[config.mk]
export PLATFORM = sky130hd
export DESIGN_NAME = serial_adder
export DESIGN_NICKNAME = d
export VERILOG_FILES = /design/src/rtl/serial_adder_pkg.sv /design/src/rtl/full_adder.sv /design/src/rtl/serial_adder.sv
export SDC_FILE = /design/constraint.sdc
export NUM_CORES = 1
export LEC_CHECK = 0
export CAP_MARGIN = 20
export CORE_MARGIN = 10
export CORE_UTILIZATION = 43
export DETAILED_ROUTE_END_ITERATION = 7
export PLACE_DENSITY = 0.75
export SYNTH_ARGS = -nofsm -noshare
export SYNTH_HDL_FRONTEND = slang
export SYNTH_SLANG_ARGS = --single-unit
[constraint.sdc]
create_clock -name clk -period 1.1 [get_ports clk]
set_input_delay 0.33 -clock clk [delete_from_list [all_inputs] [get_ports clk]]
set_output_delay 0.33 -clock clk [all_outputs]
set_load 0.02 [all_outputs]
[src/rtl/serial_adder_pkg.sv]
// Shared types and constants for the bit-serial adder.
package serial_adder_pkg;

  localparam int DEFAULT_WIDTH = 8;

  typedef enum logic [1:0] {
    IDLE  = 2'd0,
    SHIFT = 2'd1,
    DONE  = 2'd2
  } state_t;

  // Bit counter width; a 1-bit adder still needs a 1-bit counter.
  function automatic int cnt_width(input int w);
    return (w > 1) ? $clog2(w) : 1;
  endfunction

endpackage

[src/rtl/full_adder.sv]
// Single-bit full adder cell used by the serial adder datapath.
module full_adder (
  input  logic a,
  input  logic b,
  input  logic cin,
  output logic s,
  output logic cout
);

  assign s    = a ^ b ^ cin;
  assign cout = (a & b) | (cin & (a ^ b));

endmodule

[src/rtl/serial_adder.sv]
// Bit-serial adder: one full-adder step per clock, WIDTH steps per operation.
// Optional two's-complement overflow output enabled by SERIAL_ADDER_OVF_EN.
module serial_adder
  import serial_adder_pkg::*;
#(
  parameter int WIDTH = DEFAULT_WIDTH
) (
  input  logic             clk,
  input  logic             rst,
  input  logic             start,
  input  logic [WIDTH-1:0] a,
  input  logic [WIDTH-1:0] b,
  input  logic             cin,
  output logic             busy,
  output logic             done,
  output logic [WIDTH-1:0] sum,
  output logic             cout,
`ifdef SERIAL_ADDER_OVF_EN
  output logic             ovf,
`endif
  output state_t           state_o
);

  // Handshake: start is a level request honoured only on an IDLE edge (ignored
  // otherwise, never queued); done is a one-cycle pulse, after which sum/cout
  // stay stable until the next accepted start.

  localparam int CW = cnt_width(WIDTH);

  state_t           state_q, state_d;
  logic [WIDTH-1:0] a_q, a_d;
  logic [WIDTH-1:0] b_q, b_d;
  logic [WIDTH-1:0] sum_q, sum_d;
  logic             carry_q, carry_d;
  logic [CW-1:0]    cnt_q, cnt_d;
  logic             fa_s, fa_cout;
  logic             last_step;
`ifdef SERIAL_ADDER_OVF_EN
  logic             ovf_q, ovf_d;
`endif

  full_adder u_fa (
    .a    (a_q[0]),
    .b    (b_q[0]),
    .cin  (carry_q),
    .s    (fa_s),
    .cout (fa_cout)
  );

  assign last_step = (cnt_q == CW'(WIDTH - 1));

  always_comb begin
    state_d = state_q;
    a_d     = a_q;
    b_d     = b_q;
    sum_d   = sum_q;
    carry_d = carry_q;
    cnt_d   = cnt_q;
`ifdef SERIAL_ADDER_OVF_EN
    ovf_d   = ovf_q;
`endif
    case (state_q)
      IDLE: begin
        if (start) begin
          a_d     = a;
          b_d     = b;
          carry_d = cin;
          cnt_d   = '0;
          state_d = SHIFT;
        end
      end
      SHIFT: begin
        // Sum bits enter at the MSB so that after WIDTH steps bit 0 is at bit 0.
        sum_d            = sum_q >> 1;
        sum_d[WIDTH-1]   = fa_s;
        a_d              = a_q >> 1;
        b_d              = b_q >> 1;
        carry_d          = fa_cout;
        cnt_d            = cnt_q + CW'(1);
        if (last_step) begin
          state_d = DONE;
`ifdef SERIAL_ADDER_OVF_EN
          ovf_d   = carry_q ^ fa_cout;
`endif
        end
      end
      DONE: begin
        state_d = IDLE;
      end
      default: begin
        state_d = IDLE;
      end
    endcase
  end

  always_ff @(posedge clk) begin
    if (rst) begin
      state_q <= IDLE;
      a_q     <= '0;
      b_q     <= '0;
      sum_q   <= '0;
      carry_q <= 1'b0;
      cnt_q   <= '0;
`ifdef SERIAL_ADDER_OVF_EN
      ovf_q   <= 1'b0;
`endif
    end else begin
      state_q <= state_d;
      a_q     <= a_d;
      b_q     <= b_d;
      sum_q   <= sum_d;
      carry_q <= carry_d;
      cnt_q   <= cnt_d;
`ifdef SERIAL_ADDER_OVF_EN
      ovf_q   <= ovf_d;
`endif
    end
  end

  assign busy    = (state_q == SHIFT);
  assign done    = (state_q == DONE);
  assign sum     = sum_q;
  assign cout    = carry_q;
  assign state_o = state_q;
`ifdef SERIAL_ADDER_OVF_EN
  assign ovf     = ovf_q;
`endif

endmodule

==> flow_summary.json <==
{
  "cts_buffer_depth": 2,
  "outcome": "finished, violations left",
  "synth_top_family_by_area": "compound AO/OA/AOI/OAI gates",
  "r2r_end": "a_q[6]$_SDFFE_PP0P_",
  "p_int_w": 0.00173,
  "wl_per_cell_um": 15.0,
  "reg2reg_setup_slack_ns": -0.15,
  "start_kind": "flop",
  "drv_cap": 0,
  "required_ns": 0.77,
  "antenna-diode-count": 0,
  "syn_inst": 133,
  "rsz0062_at_grt": "true",
  "synthXorXnorAreaFrac_pct": 0,
  "synth_warnings": 0,
  "drt-total-wl_mm": 3.30,
  "drive_gt1_share_pct": 49.2,
  "synth_cell_type_count": 24,
  "start_util_pct": 45.6,
  "vias": 1159,
  "grt_usage_pct": 12.5,
  "crit_arrival_ns": 0.98,
  "syn_avg_cell_area_um2": 9.62,
  "fin_nets": 211,
  "worst_hold_path.endpoint": "sum[0]$_SDFFE_PP0N_",
  "vdd_ir_drop_max_v": 0.000856,
  "drtIter0Drc": 67,
  "finalSetupViolations": 35,
  "syn-num-nets": 156,
  "cts_buffers": 5,
  "gp_congestion": 0.772,
  "ys_seq_area_share_pct": 46.9,
  "critPathKind": "flop to output pin",
  "synth-simple-area-share_pct": 9.87,
  "cp_max_fo": 3,
  "worstSetupEndpointType": "output pin",
  "hold_viol": 0,
  "period_share_pct": 119,
  "min_period_ns": 1.31,
  "reg2reg_from": "state_o[1]$_SDFFE_PP0P_",
  "hold_path_depth": 2,
  "worstMarginPinSlew_ns": 0.337,
  "final_core_util_pct": 70.4,
  "die_x_um": 74.6,
  "root_buffer": "clkbuf_4",
  "synth_compound_area_share_pct": 28.4,
  "drc_errors": 0,
  "port-buffer-count": 32,
  "ys_seq_elements": 30,
  "ctsHoldBuffers": 0,
  "slew_violations": 0,
  "routed_via_density": 5.27,
  "area_delta_synth_final_pct": 54.3,
  "postRouteAntennaNets": 0,
  "combPwrFrac_pct": 20.5,
  "clkLatencyLatePin_ns": 0.32,
  "place_area_um2": 1760,
  "reg2reg_depth": 5,
  "power_density_nw_per_um2": 1190,
  "row_count": 19,
  "layout_commonest_cell": "dfxtp_1",
  "clkPwrFrac_pct": 28.8,
  "antenna_found_initial": 0,
  "grt_max_degree": 27,
  "die_area_um2": 5560,
  "synthAdderAreaFrac_pct": 3.52,
  "pin_count": 33,
  "post-dp-hpwl_mm": 2.15,
  "final_area_um2": 1980,
  "syn_area_um2": 1280,
  "clock_skew_ns": 0.00506,
  "path_clk_slew_ns": 0.09,
  "max_freq_ghz": 0.764,
  "max-slew-margin-rel_pct": 77.5,
  "finalWorstSetupSlack_ns": -0.209,
  "grt_pass1_wl_mm": 5.55,
  "cts_tree": "built",
  "htree_levels": 2,
  "p_switching_w": 0.000635,
  "total_power_w": 0.00236,
  "p_leak_nw": 0.813,
  "seqPwrFrac_pct": 50.7,
  "grt_pass1_vias": 1236,
  "swShare_pct": 26.9,
  "drt_pass1_iterations": 4,
  "violations": "negative setup slack",
  "hp-start": "sum[0]$_SDFFE_PP0N_",
  "core_area_um2": 2810,
  "final_cell_mix": "dfxtp_1, clkdlybuf4s50_1, buf_4, inv_1, buf_6",
  "grt_overflow_total": 0,
  "dieHeight_um": 74.6,
  "synth.area.mux_share_pct": 0.782,
  "hp-class": "flop to flop",
  "cts.sinks": 30
}
[sequential cells by signal, summed over array words and instances (netlist names)]
signal / cells
cout: 1
sum: 8
cnt_q: 3
a_q: 8
state_o: 2
b_q: 8
[synth_stat cells]
| cell | n | area [um^2] |
|---|---|---|
| dfxtp_1 | 30 | 601 |
| nand2_1 | 17 | 63.8 |
| inv_1 | 16 | 60.1 |
| a21oi_1 | 15 | 75.1 |
| o221a_2 | 15 | 169 |
| a21oi_2 | 8 | 70.1 |
| nor2_1 | 7 | 26.3 |
| a22oi_1 | 4 | 30.0 |
| buf_2 | 3 | 15.0 |
| buf_4 | 2 | 15.0 |
| ha_1 | 2 | 25.0 |
| nor3_1 | 2 | 10.0 |
| a211oi_2 | 1 | 12.5 |
| buf_12 | 1 | 20.0 |
| buf_6 | 1 | 11.3 |
| clkbuf_1 | 1 | 3.75 |
| fa_1 | 1 | 20.0 |
| inv_6 | 1 | 8.76 |
| mux2i_1 | 1 | 10.0 |
| nand2b_1 | 1 | 6.26 |
| nor2_2 | 1 | 6.26 |
| nor2b_1 | 1 | 6.26 |
| nor3b_1 | 1 | 7.51 |
| o21bai_1 | 1 | 7.51 |
[power groups by stage]
stage,Sequential [W],Clock (W),Combinational (W)
global route,0.00121,0.000756,0.000527
detailed placement,0.00121,0,0.000415
floorplan,0.00123,0,0.000241
CTS,0.00120,0.000697,0.000465
finish,0.00120,0.000679,0.000484
global placement,0.00121,0,0.000402
[worst max path at each step]
stage | start | endpoint | slack [ns] | cells past startpoint
after global placement | start | cout$_SDFFE_PP0P_ | -0.65 | 4
after CTS | state_o[1]$_SDFFE_PP0P_ | busy | -0.23 | 3
after floorplan | state_o[1]$_SDFFE_PP0P_ | busy | -0.07 | 4
after detailed placement | start | a_q[6]$_SDFFE_PP0P_ | -0.66 | 4
final | state_o[1]$_SDFFE_PP0P_ | busy | -0.21 | 3
after global routing | state_o[1]$_SDFFE_PP0P_ | busy | -0.26 | 3
[cell families after synthesis]
kind of cell             after synthesis
AO/OA/AOI/OAI                         44
adder cells (fa/ha/maj)                3
buffers and inverters                 25
flip-flops                            30
multiplexers                           1
AND/OR/NAND/NOR                       30
[critical path, stage by stage (launching register included)]
cell and delay, ns:
dfxtp_4 0.35, nand2b_4 0.16, inv_8 0.05, buf_6 0.10
[metal layers]
layer,global-route usage (%),wire length (um)
met4,3.99,46
met1,13.4,1430
met5,0,0
met3,4.79,200
met2,22.3,1620
[final cells by class]
| type | instances | area [um^2] |
|---|---|---|
| Tap cell | 31 | 38.8 |
| Fill cell | 212 | 830 |
| Clock buffer | 7 | 55.1 |
| Clock inverter | 1 | 5.00 |
| Inverter | 17 | 71.3 |
| Timing Repair Buffer | 55 | 557 |
| Sequential cell | 30 | 619 |
| Multi-Input combinational cell | 79 | 629 |
[per-stage QoR]
stage | instances | setup WS (ns) | hold slack, ns | TNS, ns
4_1_cts | 216 | -0.226 | 0.479 | -3.45
3_5_place_dp | 205 | -0.662 | 0.463 | -16.30
3_3_place_gp | 205 | -0.655 | 0.446 | -15.93
2_1_floorplan | 133 | -0.0711 | 0.465 | -0.637
6_report | 220 | -0.209 | 0.477 | -3.21
5_1_grt | 220 | -0.258 | 0.532 | -5.60
[timing repair]
action / 4_1_cts / 5_1_grt
resized for setup: 100 / 3
buffers inserted: 2 / 4
pin swaps: 1 / 3
gates cloned: 1 / 0
endpoints found under the setup margin: 41 / 41
No activity file was read; power rests on OpenSTA's default activity.
